`src/rtl/muxadd_pkg.sv`:
```
// -----------------------------------------------------------------------------
// muxadd_pkg
//   Shared definitions for the mux-adder select controller: select-policy and
//   FSM state encodings, default mux geometry and the LFSR feedback taps.
// -----------------------------------------------------------------------------
package muxadd_pkg;

    localparam int DEF_INUM    = 8;
    localparam int DEF_LOGINUM = 3;

    // Feedback taps for x^8+x^6+x^5+x^4+1 in a left-shifting Fibonacci LFSR:
    // the polynomial terms 8,6,5,4 map to state bits 7,5,4,3.
    localparam logic [7:0] LFSR_TAPS  = 8'hB8;
    localparam logic [7:0] LFSR_RESET = 8'h01;

    typedef enum logic [1:0] {
        MODE_RR     = 2'd0,
        MODE_LFSR   = 2'd1,
        MODE_MASK   = 2'd2,
        MODE_RR_ALT = 2'd3   // behaves exactly like MODE_RR
    } mode_e;

    typedef enum logic [1:0] {
        ST_IDLE = 2'd0,
        ST_RUN  = 2'd1,
        ST_DONE = 2'd2
    } state_e;

endpackage

```
`src/rtl/lfsr8.sv`:
```
// -----------------------------------------------------------------------------
// lfsr8
//   8-bit Fibonacci LFSR, polynomial x^8+x^6+x^5+x^4+1. Shifts left; the new
//   bit 0 is the XOR of the tapped bits. A zero seed would lock the register,
//   so it is replaced by 8'h01 on load.
//
//   clk     in   clock, rising edge
//   rst_n   in   asynchronous active-low reset (state -> 8'h01)
//   load    in   load seed this cycle (wins over advance)
//   seed    in   [7:0] value loaded on load
//   advance in   step the sequence once this cycle
//   state   out  [7:0] current register contents
// -----------------------------------------------------------------------------
module lfsr8
    import muxadd_pkg::*;
(
    input  logic       clk,
    input  logic       rst_n,
    input  logic       load,
    input  logic [7:0] seed,
    input  logic       advance,
    output logic [7:0] state
);

    logic [7:0] state_q;
    logic [7:0] state_d;
    logic       feedback;

    always_comb begin
        // NOTE: every variable gets a default at the top of a combinational
        // block so no path leaves it unassigned, which would infer a latch.
        state_d  = state_q;
        feedback = ^(state_q & LFSR_TAPS);
        if (load) begin
            state_d = (seed == 8'h00) ? LFSR_RESET : seed;
        end else if (advance) begin
            state_d = {state_q[6:0], feedback};
        end
    end

    always_ff @(posedge clk or negedge rst_n) begin
        // NOTE: sequential state uses non-blocking assignments so all flops
        // sample their inputs from the same edge, independent of block order.
        if (!rst_n) begin
            state_q <= LFSR_RESET;
        end else begin
            state_q <= state_d;
        end
    end

    assign state = state_q;

endmodule

```
`src/rtl/muxadd_sel_ctrl.sv`:
```
// -----------------------------------------------------------------------------
// muxadd_sel_ctrl
//   Generates a stream of mux-adder select values. A start in IDLE captures
//   the configuration; the following cycles each produce one valid select
//   according to the chosen policy (round-robin, LFSR, masked round-robin).
//   After len valid cycles a one-cycle done pulse is issued. All outputs are
//   registered.
//
//   Parameters: INUM (mux inputs), LOGINUM (= log2(INUM)), CNTW (length width)
//
//   clk       in   clock, rising edge
//   rst_n     in   asynchronous active-low reset
//   start     in   begin one stream (only honoured in IDLE)
//   abort     in   drop the current stream at the next edge, no done pulse
//   cfg_mode  in   [1:0] 0 RR, 1 LFSR, 2 masked RR, 3 as 0
//   cfg_mask  in   [INUM-1:0] eligible inputs for masked RR
//   cfg_len   in   [CNTW-1:0] valid cycles per stream, 0 means 2^CNTW
//   cfg_seed  in   [7:0] LFSR seed
//   sel       out  [LOGINUM-1:0] mux select, held while sel_vld=0
//   sel_vld   out  sel belongs to a stream cycle
//   busy      out  FSM not in IDLE
//   done      out  one-cycle pulse following the last valid cycle
//   err       out  one-cycle pulse for a rejected start (masked RR, mask 0)
// -----------------------------------------------------------------------------
module muxadd_sel_ctrl
    import muxadd_pkg::*;
#(
    parameter int INUM    = DEF_INUM,
    parameter int LOGINUM = DEF_LOGINUM,
    parameter int CNTW    = 8
) (
    input  logic               clk,
    input  logic               rst_n,
    input  logic               start,
    input  logic               abort,
    input  logic [1:0]         cfg_mode,
    input  logic [INUM-1:0]    cfg_mask,
    input  logic [CNTW-1:0]    cfg_len,
    input  logic [7:0]         cfg_seed,
    output logic [LOGINUM-1:0] sel,
    output logic               sel_vld,
    output logic               busy,
    output logic               done,
    output logic               err
);

    // Next set mask bit strictly above base, wrapping; returns base itself
    // when it is the only set bit. Index arithmetic wraps in LOGINUM bits,
    // which equals modulo INUM.
    function automatic logic [LOGINUM-1:0] next_masked(
        input logic [INUM-1:0]    mask,
        input logic [LOGINUM-1:0] base
    );
        logic [LOGINUM-1:0] res;
        logic [LOGINUM-1:0] idx;
        logic               hit;
        res = base;
        hit = 1'b0;
        for (int i = 1; i <= INUM; i++) begin
            idx = base + LOGINUM'(i);
            if (!hit && mask[idx]) begin
                res = idx;
                hit = 1'b1;
            end
        end
        return res;
    endfunction

    state_e             state_q, state_d;
    mode_e              mode_q, mode_d;
    logic [INUM-1:0]    mask_q, mask_d;
    logic [CNTW-1:0]    len_q, len_d;
    logic [CNTW-1:0]    count_q, count_d;
    logic [LOGINUM-1:0] sel_q, sel_d;
    logic               sel_vld_q, sel_vld_d;
    logic               busy_q, busy_d;
    logic               done_q, done_d;
    logic               err_q, err_d;

    logic               lfsr_load;
    logic               lfsr_adv;
    logic [7:0]         lfsr_state;
    logic               unused_lfsr_hi;

    mode_e              cfg_mode_n;
    logic               start_rej;
    logic               start_ok;
    logic               first_cycle;
    logic               last_cycle;

    lfsr8 u_lfsr (
        .clk     (clk),
        .rst_n   (rst_n),
        .load    (lfsr_load),
        .seed    (cfg_seed),
        .advance (lfsr_adv),
        .state   (lfsr_state)
    );

    // Only the low bits select an input; the rest just carry the sequence.
    assign unused_lfsr_hi = ^lfsr_state[7:LOGINUM];

    // Mode 3 is folded onto round-robin when captured, so the datapath only
    // ever sees three policies.
    assign cfg_mode_n = (cfg_mode == MODE_RR_ALT) ? MODE_RR : mode_e'(cfg_mode);

    assign start_rej  = (state_q == ST_IDLE) && start && !abort &&
                        (cfg_mode_n == MODE_MASK) && (cfg_mask == '0);
    assign start_ok   = (state_q == ST_IDLE) && start && !abort && !start_rej;

    // The count never returns to 0 inside a stream (even for len 0 it stops
    // at 2^CNTW-1), so count 0 identifies the first valid cycle.
    assign first_cycle = (count_q == '0);
    assign last_cycle  = (count_q == len_q - CNTW'(1));

    // ---------------- state register ----------------
    always_ff @(posedge clk or negedge rst_n) begin
        if (!rst_n) begin
            state_q <= ST_IDLE;
        end else begin
            state_q <= state_d;
        end
    end

    // ---------------- next-state logic ----------------
    always_comb begin
        state_d = state_q;
        unique case (state_q)
            ST_IDLE: if (start_ok)   state_d = ST_RUN;
            ST_RUN:  if (last_cycle) state_d = ST_DONE;
            ST_DONE: state_d = ST_IDLE;
            default: state_d = ST_IDLE;
        endcase
        if (abort) begin
            state_d = ST_IDLE;
        end
    end

    // ---------------- output / datapath logic ----------------
    always_comb begin
        mode_d    = mode_q;
        mask_d    = mask_q;
        len_d     = len_q;
        count_d   = count_q;
        sel_d     = sel_q;
        sel_vld_d = 1'b0;
        done_d    = 1'b0;
        err_d     = 1'b0;
        lfsr_load = 1'b0;
        lfsr_adv  = 1'b0;
        busy_d    = (state_d != ST_IDLE);

        if (!abort) begin
            unique case (state_q)
                ST_IDLE: begin
                    if (start_rej) begin
                        err_d = 1'b1;
                    end else if (start_ok) begin
                        mode_d    = cfg_mode_n;
                        mask_d    = cfg_mask;
                        len_d     = cfg_len;
                        count_d   = '0;
                        lfsr_load = 1'b1;
                    end
                end
                // ST_RUN covers the cycle that issues the last valid select
                // too; DONE then follows as the done-pulse cycle.
                ST_RUN: begin
                    sel_vld_d = 1'b1;
                    count_d   = count_q + CNTW'(1);
                    unique case (mode_q)
                        MODE_LFSR: begin
                            sel_d    = lfsr_state[LOGINUM-1:0];
                            lfsr_adv = 1'b1;
                        end
                        MODE_MASK: begin
                            // Seeding the search from the top index makes
                            // the first pick the lowest set bit.
                            sel_d = next_masked(mask_q, first_cycle ? '1 : sel_q);
                        end
                        default: begin
                            if (first_cycle || sel_q == LOGINUM'(INUM - 1)) begin
                                sel_d = '0;
                            end else begin
                                sel_d = sel_q + LOGINUM'(1);
                            end
                        end
                    endcase
                end
                ST_DONE: begin
                    done_d = 1'b1;
                end
                default: begin
                end
            endcase
        end
    end

    // ---------------- datapath / output registers ----------------
    always_ff @(posedge clk or negedge rst_n) begin
        if (!rst_n) begin
            mode_q    <= MODE_RR;
            mask_q    <= '0;
            len_q     <= '0;
            count_q   <= '0;
            sel_q     <= '0;
            sel_vld_q <= 1'b0;
            busy_q    <= 1'b0;
            done_q    <= 1'b0;
            err_q     <= 1'b0;
        end else begin
            mode_q    <= mode_d;
            mask_q    <= mask_d;
            len_q     <= len_d;
            count_q   <= count_d;
            sel_q     <= sel_d;
            sel_vld_q <= sel_vld_d;
            busy_q    <= busy_d;
            done_q    <= done_d;
            err_q     <= err_d;
        end
    end

    assign sel     = sel_q;
    assign sel_vld = sel_vld_q;
    assign busy    = busy_q;
    assign done    = done_q;
    assign err     = err_q;

endmodule
```
`config.mk`:
```
export PLATFORM = sky130hd
export DESIGN_NAME = muxadd_sel_ctrl
export DESIGN_NICKNAME = d
export VERILOG_FILES = /design/src/rtl/muxadd_pkg.sv /design/src/rtl/lfsr8.sv /design/src/rtl/muxadd_sel_ctrl.sv
export SDC_FILE = /design/constraint.sdc
export NUM_CORES = 1
export LEC_CHECK = 0
export CORE_UTILIZATION = 35
export CTS_BUF_LIST = sky130_fd_sc_hd__clkbuf_4 sky130_fd_sc_hd__clkbuf_8
export DETAILED_ROUTE_END_ITERATION = 10
export HOLD_SLACK_MARGIN = 0.03
export PLACE_DENSITY = 0.63
export SYNTH_ARGS = -nofsm -noshare
export SYNTH_HDL_FRONTEND = slang
export SYNTH_SLANG_ARGS = --single-unit
```
`constraint.sdc`:
```
create_clock -name clk -period 3.35 [get_ports clk]
set_input_delay 0.335 -clock clk [delete_from_list [all_inputs] [get_ports clk]]
set_output_delay 0.335 -clock clk [all_outputs]
set_load 0.01 [all_outputs]
```
; ---- Word-level counts from Yosys, hierarchy flattened
; Index checks and enable logic that the tools add are counted.
[classes]
reduce_logical = 33
addsub = 10
n_eq_ne = 10
n_mux = 80
magnitude_cmp = 8
n_bitwise = 2
[op_table]
columns = op, count
row1 = $mux W1, 50
row2 = $mux W8, 5
row3 = $lt A3 B4 Y1 const B, 8
row4 = $mux W3, 10
row5 = $bmux W1 S3, 8
row6 = $logic_not A8 Y1, 3
row7 = $pmux W8 S2, 1
row8 = $add A3 B3 Y3 const B, 4
row9 = $logic_and A1 B1 Y1, 12
row10 = $logic_not A1 Y1, 9
row11 = $add A8 B1 Y8 const B, 1
row12 = $eq A2 B2 Y1 const B, 4
row13 = $eq A8 B8 Y1, 1
row14 = $mux W2, 4
row15 = $reduce_and A4 Y1, 2
row16 = $reduce_xor A8 Y1, 1
row17 = $sub A8 B1 Y8 const B, 1
row18 = $add A3 B1 Y3 const B, 2
row19 = $add A3 B2 Y3 const B, 2
row20 = $pmux W3 S2, 1
row21 = $reduce_bool A2 Y1, 3
row22 = $eq A2 B1 Y1 const B, 2
row23 = $ne A2 B2 Y1 const B, 2
row24 = $pmux W2 S2, 1
row25 = other kinds (5), 6
[word_totals]
output_inout_bits = 7
input_bits = 30
reg_bits = 43

; ---- Depth between registers and ports, before layout
; Gate-level depths: netlist of run 1.
[depth]
word_depth = 49
depth_mapped = 14

; ---- Modules after synthesis
; From an unflattened synthesis of run 1, not the netlist that was laid out.
[unflattened]
hier_cells = 353
area_unflattened_um2 = 3189.3
[modules_own_cells]
columns = mod, seq_area_each_um2, area_per_inst_um2, n_inst, cells_per_inst
row1 = muxadd_sel_ctrl, 875.8, 2785.2, 1, 313
row2 = lfsr8, 201.4, 404.1, 1, 40

; ---- Least setup slack after synthesis of run 1
; OpenSTA, ideal clock, no wires.
[synth_timing]
path_type = register to register
from = register count_q[0]
to = register sel_q[0], in the netlist sel[0]
slack_ns = 0.404
arrival_time_ns = 2.828
setup_ns = 0.118
path_buffers = 1
stages_incl_launch_ff = 15
period_less_slack_ns = 2.946
path_cell_list = dfrtp_1 inv_1 ha_1 nor4b_4 buf_6 a21oi_2 clkinv_1 ha_1 inv_1 a221o_1 a2bb2oi_1 nand4_1 o211ai_2 mux2i_1 a21o_1
[synth_via]
elab_chain_cells = 49
[synth_rtl]
columns = item, line
row1 = "start, declared", muxadd_sel_ctrl.sv:73  ; logic [CNTW-1:0] count_q, count_d;
row2 = "start signal, assigned", muxadd_sel_ctrl.sv:215  ; count_q <= count_d;
row3 = $logic_not A8 Y1 (*), muxadd_sel_ctrl.sv:113  ; assign first_cycle = (count_q == '0);
row4 = $mux W3, muxadd_sel_ctrl.sv:179  ; sel_d = next_masked(mask_q, first_cycle ? '1 : sel_q);
row5 = $add A3 B1 Y3, muxadd_sel_ctrl.sv:60  ; idx = base + LOGINUM'(i);
row6 = $bmux W1 S3, muxadd_sel_ctrl.sv:61  ; if (!hit && mask[idx]) begin
row7 = $mux W1 (implied by the code), muxadd_sel_ctrl.sv:61
row8 = $mux W1, muxadd_sel_ctrl.sv:61
row9 = $mux W1, muxadd_sel_ctrl.sv:171  ; unique case (mode_q)
row10 = $mux W1, muxadd_sel_ctrl.sv:154  ; unique case (state_q)
row11 = (+33 left out), -
row12 = $mux W1, muxadd_sel_ctrl.sv:61
row13 = $mux W1, muxadd_sel_ctrl.sv:171
row14 = $mux W1, muxadd_sel_ctrl.sv:154
row15 = $mux W1, muxadd_sel_ctrl.sv:153  ; if (!abort) begin
row16 = $logic_not A1 Y1, muxadd_sel_ctrl.sv:61
row17 = $logic_and A1 B1 Y1, muxadd_sel_ctrl.sv:61
row18 = $mux W3, muxadd_sel_ctrl.sv:61
row19 = $pmux W3 S2 (*), muxadd_sel_ctrl.sv:171
row20 = "end signal, assigned", muxadd_sel_ctrl.sv:216  ; sel_q <= sel_d;
row21 = "end, declared", muxadd_sel_ctrl.sv:74  ; logic [LOGINUM-1:0] sel_q, sel_d;
; Every way passes the cells marked *; elsewhere a longest branch is shown, timed or not. The select of a mux whose other input is x is not followed.
; A chain may end at the register's enable or synchronous reset.

; ---- Final worst setup path of run 1
[layout_timing]
from = register count_q[0]
to = register sel_q[2], in the netlist sel[2]
; The elaborated chain is that of the path after synthesis.

==> out/summary.txt, run 1 <==
Hold Crit Class: in2async
Worst skew pair latency: 0.29 ns
Clock Pin Slew Worst Setup and Hold Paths: 0.08 ns
Synthesized cell area: 3508 um^2
Remaining antenna violation count: 0
Largest net degree at the start of global routing: 44
Synthesis-to-layout area growth: 17.94%
Initial DRC Count: 167
Tightest Pin Transition: 0.9638 ns
Predominant post-synthesis flop cell: dfrtp_1
Hold violation count in the final report: 0
CTS tree: yes
RePlAce Congestion: 0.9044
RSZ-0062 raised after global routing: false
CTS buffer count: 5
Status: complete, no violations
Setup violations, final: 0
Fill count: 997
Total Wirelength: 9.225 mm
Total core area: 9729 um^2
Pleak: 1.593 nW
First-pass detailed-route iteration total: 5
Tcrit/Tclk final: 94.68%
Hold_buf cts: 0
Finished Cell Area: 4138 um^2
Max Freq: 315.3 MHz
Starting Density: 36.06%
Worst endpoint required time: 3.57 ns
# nets final: 450
Final HPWL DP: 7.017 mm
Io pins: 37
Crit path max fanout: 6
Chip width: 102.1 um
First-pass GRT wire length: 15.12 mm
Fraction of registers with async set/reset: 100.0%
Slew Viols, Final: 0
Max clock buf depth: 2
Antenna cell count: 0
Via count of the routed design: 3098
Mean post-synth cell area: 9.281 um^2
R2r startpoint: count_q[0]
Worst vdd ir: 0.0003170 V
Final Critical Period: 3.172 ns
Port bufs: 36
Die ar.: 10430 um^2
Max Clock Skew: 0.009937 ns
Vias per std cell: 5.674
Startpoint Class: register
CP Capture Type: register
Total gr overflow: 0
Die Ht: 102.1 um
Ranking of synthesized cells by area: dfrtp_1 (30%), mux2_2 (5.1%), mux2i_1 (4.6%)
Reg-to-reg slack, setup: 0.18 ns
Yosys top cell area share: 29.96%
Sequential share of the synthesized area: 30.71%
Root Buffer: clkbuf_8
Clock sinks: 43
Dpl cell area: 3995 um^2
GRT Util Overall: 18.36%
Cell with the most instances after synthesis: dfrtp_1
H-tree lvl count: 2
R2r worst-path depth: 14
Post-route DRC: 0
Post-synth EDFFs: 0
Row count: 36
Max Cap Violations: 0
Vias in the first global route: 3011
Setup TNS: 0 ns
Cell Pwr Density: 842.5 nW/um^2
WL/cell: 16.90 um
Slew margin rel.: 35.74%
Synth warnings: 0
Crit path kind: reg2reg
Synth Instances: 378
Number of library cell types mapped by synthesis: 78
Commonest cells post-synth: dfrtp_1 (42), o21ai_0 (29), nand2_1 (27), nor2_1 (21)
Layout cells sized above 1: 19.13%
Net Count, Synth: 416
RR Endpoint: sel[2]
Initial antenna violation count: 0
Arrival time at the worst endpoint: 3.39 ns
Post-synthesis register bit count: 43
Cell taking the most area after synthesis: dfrtp_1
## area by class of cell
cell class | instances | area (um^2) | area share, %
Inverter | 16 | 60.06 | 1.451
Timing Repair Buffer | 53 | 483.0 | 11.67
Sequential cell | 43 | 1079 | 26.07
Clock buffer | 7 | 83.83 | 2.026
Tap cell | 133 | 166.4 | 4.022
Multi-Input combinational cell | 293 | 2258 | 54.58
Clock inverter | 1 | 7.507 | 0.1814
## report_power, final
group / switching (mW) / internal, mW / leakage, nW
Sequential: 0.193 / 0.626 / 0.540
Clock: 0.175 / 0.164 / 0.0453
Combinational: 1.30 / 1.03 / 1.01
## metal layers
metal	wire (um)	global-route usage, %
met5	0	0
met4	201	7.143
met3	426	2.052
met2	4440	30.67
met1	4156	24.34
## worst max path at each step
stage,depth (start not counted),startpoint,slack [ns],end
2_1_floorplan,14,count_q[0],0.40,sel[0]
3_3_place_gp,13,count_q[0],0.28,sel[1]
3_5_place_dp,13,count_q[0],0.12,sel[0]
4_1_cts,13,count_q[0],0.09,sel[0]
5_1_grt,13,count_q[0],0.02,sel[1]
6_report,14,count_q[0],0.18,sel[2]
## kinds of logic after synthesis
logic type               share of synthesized area, %
multiplexers                                    11.95
buffers and inverters                           5.920
AND/OR/NAND/NOR                                 20.65
AO/OA/AOI/OAI                                   22.43
flip-flops                                      30.71
XOR/XNOR                                        5.492
adder cells (fa/ha/maj)                         2.853
## registers in the layout, indices dropped and copies added, names as in the netlist
signal / cells
state_q: 2
err: 1
mode_q: 2
sel_vld: 1
done: 1
mask_q: 8
len_q: 8
u_lfsr.state: 8
count_q: 8
busy: 1
sel: 3
## layout by cell type (no fill, tap or decap), types with 4 or more instances in the layout
cell and n:
buf_4 17, inv_1 14, dfrtp_1 41, clkdlybuf4s50_1 35
xor2_1 8, nand2_1 27, o21ai_0 29, ha_1 7
nand3_1 11, nor2_1 21, xnor2_1 14, a211oi_1 5
mux2_2 16, or3_1 4, clkbuf_8 5, nor4_1 5
o211ai_1 4, mux2i_1 16, a21oi_2 5, o21ai_1 4
nor2b_1 4, and2_1 4, a21oi_1 16, and3_1 7
nand4_1 7, nand2b_1 4
## stage by stage
stage,setup WS (ns),total power [mW],hold WS [ns],instances,util (%)
floorplan,0.4039,2.526,0.03941,378,-
global placement,0.2828,3.014,0.4759,535,41.06
detailed placement,0.1232,3.040,0.4887,535,41.06
CTS,0.09277,3.394,0.2187,543,42.00
global route,0.01870,3.717,0.2612,546,42.53
finish,0.1781,3.486,0.1854,546,42.53
## worst max-delay path: stages, from the launching register on
cell and delay [ns]:
dfrtp_2 0.42, inv_1 0.06, ha_1 0.21, nor4b_4 0.13, buf_4 0.17, a21oi_2 0.24, clkinv_1 0.15, ha_2 0.40
inv_1 0.10, a221o_1 0.31, nand2_1 0.10, o211ai_1 0.10, a311o_1 0.39, a31o_1 0.20, a21oi_2 0.12
## repair_timing
action / 4_1_cts / 5_1_grt
endpoints found under the setup margin: 0 / 3
setup buffers: 0 / 3
resized for setup: 0 / 5
No activity file was read; power rests on OpenSTA's default activity.
==> run 2: changes to the inputs <==
--- a/config.mk
+++ b/config.mk
@@ -8,6 +8,7 @@
 export CORE_UTILIZATION = 35
 export CTS_BUF_LIST = sky130_fd_sc_hd__clkbuf_4 sky130_fd_sc_hd__clkbuf_8
 export DETAILED_ROUTE_END_ITERATION = 10
+export GPL_ROUTABILITY_DRIVEN = 1
 export HOLD_SLACK_MARGIN = 0.03
 export PLACE_DENSITY = 0.63
 export SYNTH_ARGS = -nofsm -noshare
==> results of run 2 <==
Same layout as run 1: the final DEF is identical, and so are final timing and power.
